$ cat src/rtl/fifo_rd_streamer.sv
`default_nettype none
// ============================================================================
// Module      : fifo_rd_streamer
// Description : Read-side engine for an 8-bit synchronous FIFO. Issues read
//               strobes, captures the returned bytes into a 2-entry holding
//               buffer and presents them on a valid/ready stream framed with
//               m_last every PKT_LEN bytes. Supports orderly stop and a
//               discarding flush.
// Revision    : 1.0 - initial release
// ============================================================================
module fifo_rd_streamer #(
  parameter int DW      = 8,
  parameter int PKT_LEN = 16
) (
  input  logic          clk,
  input  logic          rst,
  input  logic          enable,
  input  logic          flush,
  output logic          fifo_rd,
  input  logic [DW-1:0] fifo_dout,
  input  logic          fifo_empty,
  output logic [DW-1:0] m_data,
  output logic          m_valid,
  input  logic          m_ready,
  output logic          m_last,
  output logic          busy
);

  typedef enum logic [1:0] {
    IDLE  = 2'd0,
    RUN   = 2'd1,
    STOP  = 2'd2,
    FLUSH = 2'd3
  } state_t;

  localparam logic [7:0] LAST_CNT = 8'(PKT_LEN - 1);

  state_t        state;
  logic [DW-1:0] buf_data [2];
  logic [1:0]    occ;
  logic          rd_ptr;
  logic          wr_ptr;
  logic          inflight;
  logic [7:0]    byte_cnt;

  logic          pop;
  logic          push;
  logic          flush_entry;
  logic [2:0]    level;

  // Head of the holding buffer drives the stream; data and last are forced
  // low whenever nothing is presented so idle/reset outputs are clean.
  assign m_valid = (occ != 2'd0);
  assign pop     = m_valid & m_ready;
  assign m_data  = m_valid ? buf_data[rd_ptr] : '0;
  assign m_last  = m_valid & (byte_cnt == LAST_CNT);
  assign busy    = (state != IDLE) | m_valid;

  // Flush is honoured from any active state; IDLE has nothing to discard.
  assign flush_entry = flush & ((state == RUN) | (state == STOP));

  // A captured byte is kept only while streaming; in FLUSH, or on the edge
  // that enters FLUSH, it is dropped along with the buffer.
  assign push = inflight & (state != FLUSH) & ~flush_entry;

  // Committed slots after this edge's pop: buffered bytes plus the one in flight.
  assign level = {1'b0, occ} + {2'b00, inflight} - {2'b00, pop};

  // Read strobe: in RUN only when a slot is guaranteed for the returning byte.
  always_comb begin
    fifo_rd = 1'b0;
    case (state)
      RUN:     fifo_rd = ~fifo_empty & (level < 3'd2);
      FLUSH:   fifo_rd = ~fifo_empty;
      default: fifo_rd = 1'b0;
    endcase
  end

  // Control: state machine, buffer occupancy/pointers, in-flight flag and framing counter.
  always_ff @(posedge clk) begin
    if (rst) begin
      state    <= IDLE;
      occ      <= 2'd0;
      rd_ptr   <= 1'b0;
      wr_ptr   <= 1'b0;
      inflight <= 1'b0;
      byte_cnt <= 8'd0;
    end else begin
      // fifo_rd is never raised with the FIFO empty, so every strobe is a read.
      inflight <= fifo_rd;

      if (flush_entry) begin
        occ      <= 2'd0;
        rd_ptr   <= 1'b0;
        wr_ptr   <= 1'b0;
        byte_cnt <= 8'd0;
      end else begin
        if (push) begin
          wr_ptr <= ~wr_ptr;
        end
        if (pop) begin
          rd_ptr   <= ~rd_ptr;
          byte_cnt <= (byte_cnt == LAST_CNT) ? 8'd0 : byte_cnt + 8'd1;
        end
        occ <= occ + {1'b0, push} - {1'b0, pop};
      end

      case (state)
        IDLE: begin
          if (enable & ~flush) begin
            state <= RUN;
          end
        end
        RUN: begin
          if (flush) begin
            state <= FLUSH;
          end else if (~enable) begin
            state <= STOP;
          end
        end
        STOP: begin
          // Flush wins over enable; re-enable resumes directly without
          // passing through IDLE.
          if (flush) begin
            state <= FLUSH;
          end else if (enable) begin
            state <= RUN;
          end else if ((occ == 2'd0) & ~inflight) begin
            state <= IDLE;
          end
        end
        FLUSH: begin
          if (~flush & fifo_empty & ~inflight) begin
            state <= IDLE;
          end
        end
        default: state <= IDLE;
      endcase
    end
  end

  // Holding buffer storage; written with the byte returned by the FIFO.
  always_ff @(posedge clk) begin
    if (push) begin
      buf_data[wr_ptr] <= fifo_dout;
    end
  end

endmodule
`default_nettype wire
$ cat config.mk
export PLATFORM = sky130hd
export DESIGN_NAME = fifo_rd_streamer
export DESIGN_NICKNAME = d
export VERILOG_FILES = /design/src/rtl/fifo_rd_streamer.sv
export SDC_FILE = /design/constraint.sdc
export NUM_CORES = 1
export LEC_CHECK = 0
export CELL_PAD_IN_SITES_DETAIL_PLACEMENT = 0
export CELL_PAD_IN_SITES_GLOBAL_PLACEMENT = 2
export CORE_MARGIN = 3
export CORE_UTILIZATION = 35
export CTS_BUF_LIST = sky130_fd_sc_hd__clkbuf_8
export CTS_CLUSTER_DIAMETER = 150
export DETAILED_ROUTE_END_ITERATION = 6
export GPL_ROUTABILITY_DRIVEN = 1
export HOLD_SLACK_MARGIN = 0.06
export PLACE_DENSITY = 0.8
export SYNTH_ARGS = -nofsm -noshare
export SYNTH_HDL_FRONTEND = slang
export SYNTH_SLANG_ARGS = --single-unit
export TNS_END_PERCENT = 1
$ cat constraint.sdc
create_clock -name clk -period 3.5 [get_ports clk]
set_clock_uncertainty 0.1 [all_clocks]
set_input_delay 1.05 -clock clk [delete_from_list [all_inputs] [get_ports clk]]
set_output_delay 1.05 -clock clk [all_outputs]
set_load 0.03 [all_outputs]
==> results of run 1 <==
stage by stage:
stage,cell area (um^2),instances,hold WS (ns),worst slack (ns)
floorplan,1546,144,0.3661,0.02655
global placement,1846,216,0.3894,-0.3804
detailed placement,1846,216,0.3852,-0.4158
CTS,1953,224,0.3936,0.002359
global route,1976,224,0.4533,-0.01678
finish,1976,224,0.3939,0.09080
worst reg2reg max path, cell delays in order, from the launching register on:
cell and delay [ns]:
dfxtp_1 0.41, inv_1 0.11, ha_1 0.33, nand2_1 0.13
nand2_1 0.10, xnor2_1 0.14, ha_1 0.20, xor2_1 0.15
xnor2_1 0.15, nor2_1 0.05
cell type report:
type | instances | share of cell area
timing repair buffer | 27 | 0.1355
clock buffer | 5 | 0.03483
tap | 50 | 0.03167
inverter | 6 | 0.01140
clock inverter | 3 | 0.01900
multi-input combinational | 101 | 0.3623
sequential | 32 | 0.4053
synth_stat cells, types with 2 or more instances:
cell | instances | share of area
nor2_1 | 23 | 0.056
dfxtp_1 | 16 | 0.21
edfxtp_1 | 16 | 0.31
nand2_1 | 11 | 0.027
xnor2_1 | 9 | 0.051
a21oi_1 | 8 | 0.026
mux2i_1 | 8 | 0.052
ha_1 | 7 | 0.057
inv_1 | 6 | 0.015
clkbuf_1 | 4 | 0.0097
xor2_1 | 4 | 0.023
nor3_1 | 3 | 0.0097
nand3_1 | 2 | 0.0065
nand4_1 | 2 | 0.0081
nor4_1 | 2 | 0.0081
o21ai_0 | 2 | 0.0065
placed cells by master (no fill, tap or decap), drive strengths merged, types with 3 or more instances in the layout:
| cell | count |
|---|---|
| mux2i | 8 |
| nand2 | 11 |
| ha | 7 |
| edfxtp | 16 |
| o21ai | 3 |
| xor2 | 4 |
| xnor2 | 9 |
| clkdlybuf4s50 | 23 |
| inv | 6 |
| nor2 | 23 |
| nor3 | 3 |
| clkbuf | 5 |
| dfxtp | 16 |
| buf | 4 |
| a21oi | 8 |
logic make-up after synthesis:
| logic type | Yosys count | share of synthesized area |
|---|---|---|
| AOI/OAI and AO/OA | 19 | 0.08833 |
| and+or+nand+nor | 52 | 0.1588 |
| xor gates and xnor gates | 13 | 0.07374 |
| buffers and inverters | 11 | 0.03160 |
| muxes | 9 | 0.05916 |
| adders and majority gates | 8 | 0.06969 |
| DFF | 32 | 0.5186 |
power by group:
group	internal (uW)	leakage, uW	switching, uW
clock network	207	0.0000532	125
registers	439	0.000274	58.3
logic	271	0.000369	342
timing repair:
action / CTS / global route
gates cloned: 0 / 0
pin swaps: 5 / 4
gates resized for setup: 6 / 4
setup buffers: 0 / 0
endpoints found under the setup margin: 1 / 2
registers in the layout, indices dropped and copies added, names as in the netlist, named ones only:
register and count:
occ 2, rd_ptr 1, inflight 1, wr_ptr 1
byte_cnt 8, buf_data 16, state 2
worst max-delay path by stage:
stage | startpoint | to
finish | m_ready | fifo_rd
floorplan | m_ready | fifo_rd
global route | m_ready | fifo_rd
detailed placement | m_ready | fifo_rd
global placement | m_ready | fifo_rd
CTS | m_ready | fifo_rd
per-layer routing:
layer,wire [um],GRT usage,part of all wire,vias up
li1,-,-,-,564
met1,1340,0.1480,0.46,513
met2,1451,0.2053,0.50,16
met3,114,0.03740,0.039,4
met4,25,0.05533,0.0085,0
met5,0,0,0,-
==> impl_metrics.env, run 1 <==
export IMPL_arrival_ns=2.26
export IMPL_cp_num_cells=8
export IMPL_dp_hpwl_um=2189
export IMPL_cap_violations=0
export IMPL_firstDrtPassIters=4
export IMPL_path_max_fanout=3
export IMPL_yosys_register_bits=32
export IMPL_grt_pass1_vias=1123
export IMPL_yosysUniqueCellTypes=37
export IMPL_place_gp_congestion=0.7285
export IMPL_drive_above_1_share=0.1264
export IMPL_peakVddDrop_v=0.0003310
export IMPL_clk_latency_ns=0.28
export IMPL_n_antenna_cell=0
export IMPL_drv_slew=0
export IMPL_cts_htree_levels=2
export IMPL_portBuffers=25
export IMPL_core_mm2=0.004115
export IMPL_critPathKind="input pin to output port"
export IMPL_vias=1097
export IMPL_power_uw=1443
export IMPL_cts_buffer_depth=2
export IMPL_synthFlopType="edfxtp_1"
export IMPL_powerDensity_mw_per_mm2=730.3
export IMPL_rsz0062_at_grt="true"
export IMPL_n_fill_cell=387
export IMPL_yosysWarnings=0
export IMPL_crit_slowest_cell="fa_2"
export IMPL_regArea_um2=800.8
export IMPL_path_delay_family="adder cells"
export IMPL_synth_edf_count=16
export IMPL_min_path_type="flop to flop"
export IMPL_initial_core_util=0.3752
export IMPL_netlist_instances=144
export IMPL_holdBufCountCts=0
export IMPL_fmax_mhz=293.3
export IMPL_hold_path_end="byte_cnt[1]$_SDFFE_PP0P_"
export IMPL_critPathCaptureType="output port"
export IMPL_clk_pin_slew_ns=0.06
export IMPL_syn_nets=166
export IMPL_drtAntennaViolNets=0
export IMPL_cts_root_buf="clkbuf_8"
export IMPL_grt_remaining_overflow=0
export IMPL_rows=23
export IMPL_grt_pass1_wl_um=4974
export IMPL_drt_iter0_markers=34
export IMPL_setup_violations=0
export IMPL_hold_viol_final=0
export IMPL_multi_input_area_um2=715.7
export IMPL_cts_tree="done"
export IMPL_async_flop_share=0
export IMPL_grt_usage=0.1239
export IMPL_status="complete, no violations"
export IMPL_dieArea_mm2=0.005245
export IMPL_routed_wl_um=2931
export IMPL_dieWidth_um=72.42
export IMPL_drc=0
export IMPL_die_y_um=72.42
export IMPL_nets=195
export IMPL_path_buf_inv=2
export IMPL_fin_util=0.4801
export IMPL_regToRegEndpoint="occ[1]$_SDFF_PP0_"
export IMPL_reg2reg_from="state[0]$_SDFFE_PP0P_"
export IMPL_min_period_ns=3.409
export IMPL_p_leak_uw=0.0006961
export IMPL_antenna_found_initial=0
export IMPL_crit_required_ns=2.35
export IMPL_tightestPinTransition_ns=0.5942
export IMPL_wl_per_cell_um=13.08
export IMPL_area_delta_synth_final_pct=27.96
export IMPL_cp_slowest_stage_delay_ns=0.36
export IMPL_rr_worst_depth=9
export IMPL_ys_seq_area_frac=0.5186
export IMPL_post_route_period_util=0.9741
export IMPL_drt_vias_per_instance=4.897
export IMPL_r2r_slack_ns=1.52
export IMPL_slew_headroom=0.6005
export IMPL_cts_inserted_buffers=5
export IMPL_start_kind="input pin"
export IMPL_pin_count=26
export IMPL_hp_start="byte_cnt[1]$_SDFFE_PP0P_"
export IMPL_timing_critical_path_cells="buf_6 > xor2_1 > nand2_1 > fa_2 > xnor2_2 > a31oi_2 > nor2_2 > buf_6"
export IMPL_avgSynthCellArea_um2=10.72
export IMPL_netlist_area_mm2=0.001544
export IMPL_grt_max_degree=12
export IMPL_cts_sinks=32
export IMPL_worst_path_most_repeated_cell="buf_6"
export IMPL_hold_path_depth=2
export IMPL_fin_setup_tns_ns=0
Power figures use the tool's default switching activity.
==> run 2, diff against run 1 <==
CORE_ASPECT_RATIO = 1.2   (was not set)
==> run 2 against run 1 <==
Compared with the run above: combinational power fell by 3.4%; critical path type unchanged; worst hold slack improved by 0.013 ns; critical path depth did not move; total power fell by 1.2%; die area barely moved; maximum frequency fell by 1.1%; first-iteration DRC count did not move; critical endpoint unchanged.
==> impl_metrics.env, run 2 (same netlist as run 1, synthesis figures left out) <==
export IMPL_status="complete, no violations"
export IMPL_rsz0062_at_grt="true"
export IMPL_hp_start="byte_cnt[1]$_SDFFE_PP0P_"
export IMPL_drive_above_1_share=0.1149
export IMPL_min_period_ns=3.447
export IMPL_vias=1093
export IMPL_setup_slack_ns=0.05290
export IMPL_grt_met3_usage=0.04668
export IMPL_setup_violations=0
export IMPL_drtAntennaViolNets=0
export IMPL_critPathKind="input pin to output port"
export IMPL_rows=25
export IMPL_drc=0
export IMPL_grt_remaining_overflow=0
export IMPL_clk_pin_slew_ns=0.06
export IMPL_die_y_um=78.76
export IMPL_drt_vias_per_instance=4.794
export IMPL_hold_viol_final=0
export IMPL_holdWs_ns=0.4071
export IMPL_r2r_slack_ns=1.53
export IMPL_cts_buffer_depth=2
export IMPL_peakVddDrop_v=0.0003068
export IMPL_grt_max_degree=12
export IMPL_cap_violations=0
export IMPL_rr_worst_depth=6
export IMPL_regToRegEndpoint="state[0]$_SDFFE_PP0P_"
export IMPL_wl_per_cell_um=12.93
export IMPL_portBuffers=25
export IMPL_multi_input_area_um2=699.4
export IMPL_crit_required_ns=2.35
export IMPL_met2_usage=0.2073
export IMPL_grt_pass1_wl_um=4954
export IMPL_cts_inserted_buffers=5
export IMPL_area_delta_synth_final_pct=27.31
export IMPL_n_antenna_cell=0
export IMPL_grt_use_met1=0.1477
export IMPL_tightestPinTransition_ns=0.7547
export IMPL_arrival_ns=2.30
export IMPL_pin_count=26
export IMPL_initial_core_util=0.3768
export IMPL_path_max_fanout=3
export IMPL_cts_tree="done"
export IMPL_slew_headroom=0.4950
export IMPL_grt_usage=0.1272
export IMPL_cts_root_buf="clkbuf_8"
export IMPL_fmax_mhz=290.1
export IMPL_placed_cells=220
export IMPL_powerDensity_mw_per_mm2=724.9
export IMPL_regArea_um2=800.8
export IMPL_grt_pass1_vias=1117
export IMPL_drv_slew=0
export IMPL_clk_latency_ns=0.28
export IMPL_n_fill_cell=378
export IMPL_final_cells=228
export IMPL_reg2reg_from="state[1]$_SDFFE_PP0P_"
export IMPL_post_route_period_util=0.9849
export IMPL_cts_sinks=32
export IMPL_cts_htree_levels=2
export IMPL_critPathCaptureType="output port"
export IMPL_grt_busiest_layer="met2"
export IMPL_preCtsSetupSlack_ns=-0.4378
export IMPL_drt_iter0_markers=34
export IMPL_hold_path_depth=2
export IMPL_post_cts_setup_buffer_count=0
export IMPL_min_path_type="flop to flop"
export IMPL_holdBufCountCts=0
export IMPL_layout_common_cells="23 x clkdlybuf4s50_1, 22 x nor2_1, 16 x dfxtp_1, 16 x edfxtp_1, 11 x nand2_1"
export IMPL_dp_hpwl_um=2169
export IMPL_dieWidth_um=66.63
export IMPL_largest_reg_flops=16
export IMPL_regMostFlops="buf_data"
export IMPL_dieArea_mm2=0.005247
export IMPL_reg_top3="buf_data: 16 flops, byte_cnt: 8 flops"
export IMPL_place_gp_congestion=0.7669
export IMPL_core_mm2=0.004098
export IMPL_p_leak_uw=0.0006987
export IMPL_start_kind="input pin"
export IMPL_hold_path_end="byte_cnt[1]$_SDFFE_PP0P_"
export IMPL_routed_wl_um=2948
export IMPL_final_common_cell="clkdlybuf4s50_1"
export IMPL_nets=195
export IMPL_antenna_found_initial=0
export IMPL_firstDrtPassIters=3
## run 2: what timing repair did
action	CTS	global route
endpoints found under the setup margin	1	1
resized for setup	6	2
pin swaps	3	4
## run 2: final cells by class
cell class | count | area share
multi-input cells | 101 | 0.3558
repair buffers | 27 | 0.1362
flip-flops and latches | 32 | 0.4074
clock buffers | 5 | 0.03501
clock inverters | 3 | 0.01973
inverters | 6 | 0.01146
well taps | 54 | 0.03437
## run 2: per-layer routing
metal  up-vias  share of wire  routed length, um
li1        560              -                  -
met1       506           0.45               1313
met2        20           0.49               1456
met3         7          0.041                122
met4         0          0.019                 55
met5         -              0                  0
## run 2: how the worst max path moves through the flow
stage | slack [ns] | from | depth (start not counted) | endpoint
after floorplan | 0.03 | m_ready | 6 | fifo_rd
after global placement | -0.38 | m_ready | 8 | fifo_rd
after detailed placement | -0.44 | m_ready | 8 | fifo_rd
after CTS | 0.001 | m_ready | 8 | fifo_rd
after global routing | -0.02 | m_ready | 8 | fifo_rd
final | 0.05 | m_ready | 8 | fifo_rd
## run 2: worst max-delay path, stage by stage
cell	delay (ns)
buf_6	0.10
xor2_1	0.12
nand2_1	0.08
fa_2	0.35
xnor2_1	0.13
a31oi_1	0.25
nor2_2	0.07
buf_6	0.14
## run 2: power breakdown
part / leakage (uW) / internal, uW / total (uW) / switching (uW)
clock: 0.0000593 / 208 / 339 / 131
combinational: 0.000366 / 258 / 592 / 335
sequential: 0.000274 / 439 / 494 / 54.9
## run 2: per-stage QoR
step / setup TNS [ns] / instance area (um^2) / utilization / power [uW]
4_1_cts: 0 / 1959 / 0.4782 / 1440
3_5_place_dp: -0.4378 / 1851 / 0.4516 / 1092
5_1_grt: -0.01801 / 1966 / 0.4797 / 1516
3_3_place_gp: -0.3799 / 1851 / 0.4516 / 1085
6_report: 0 / 1966 / 0.4797 / 1425
2_1_floorplan: 0 / 1546 / - / 901.3
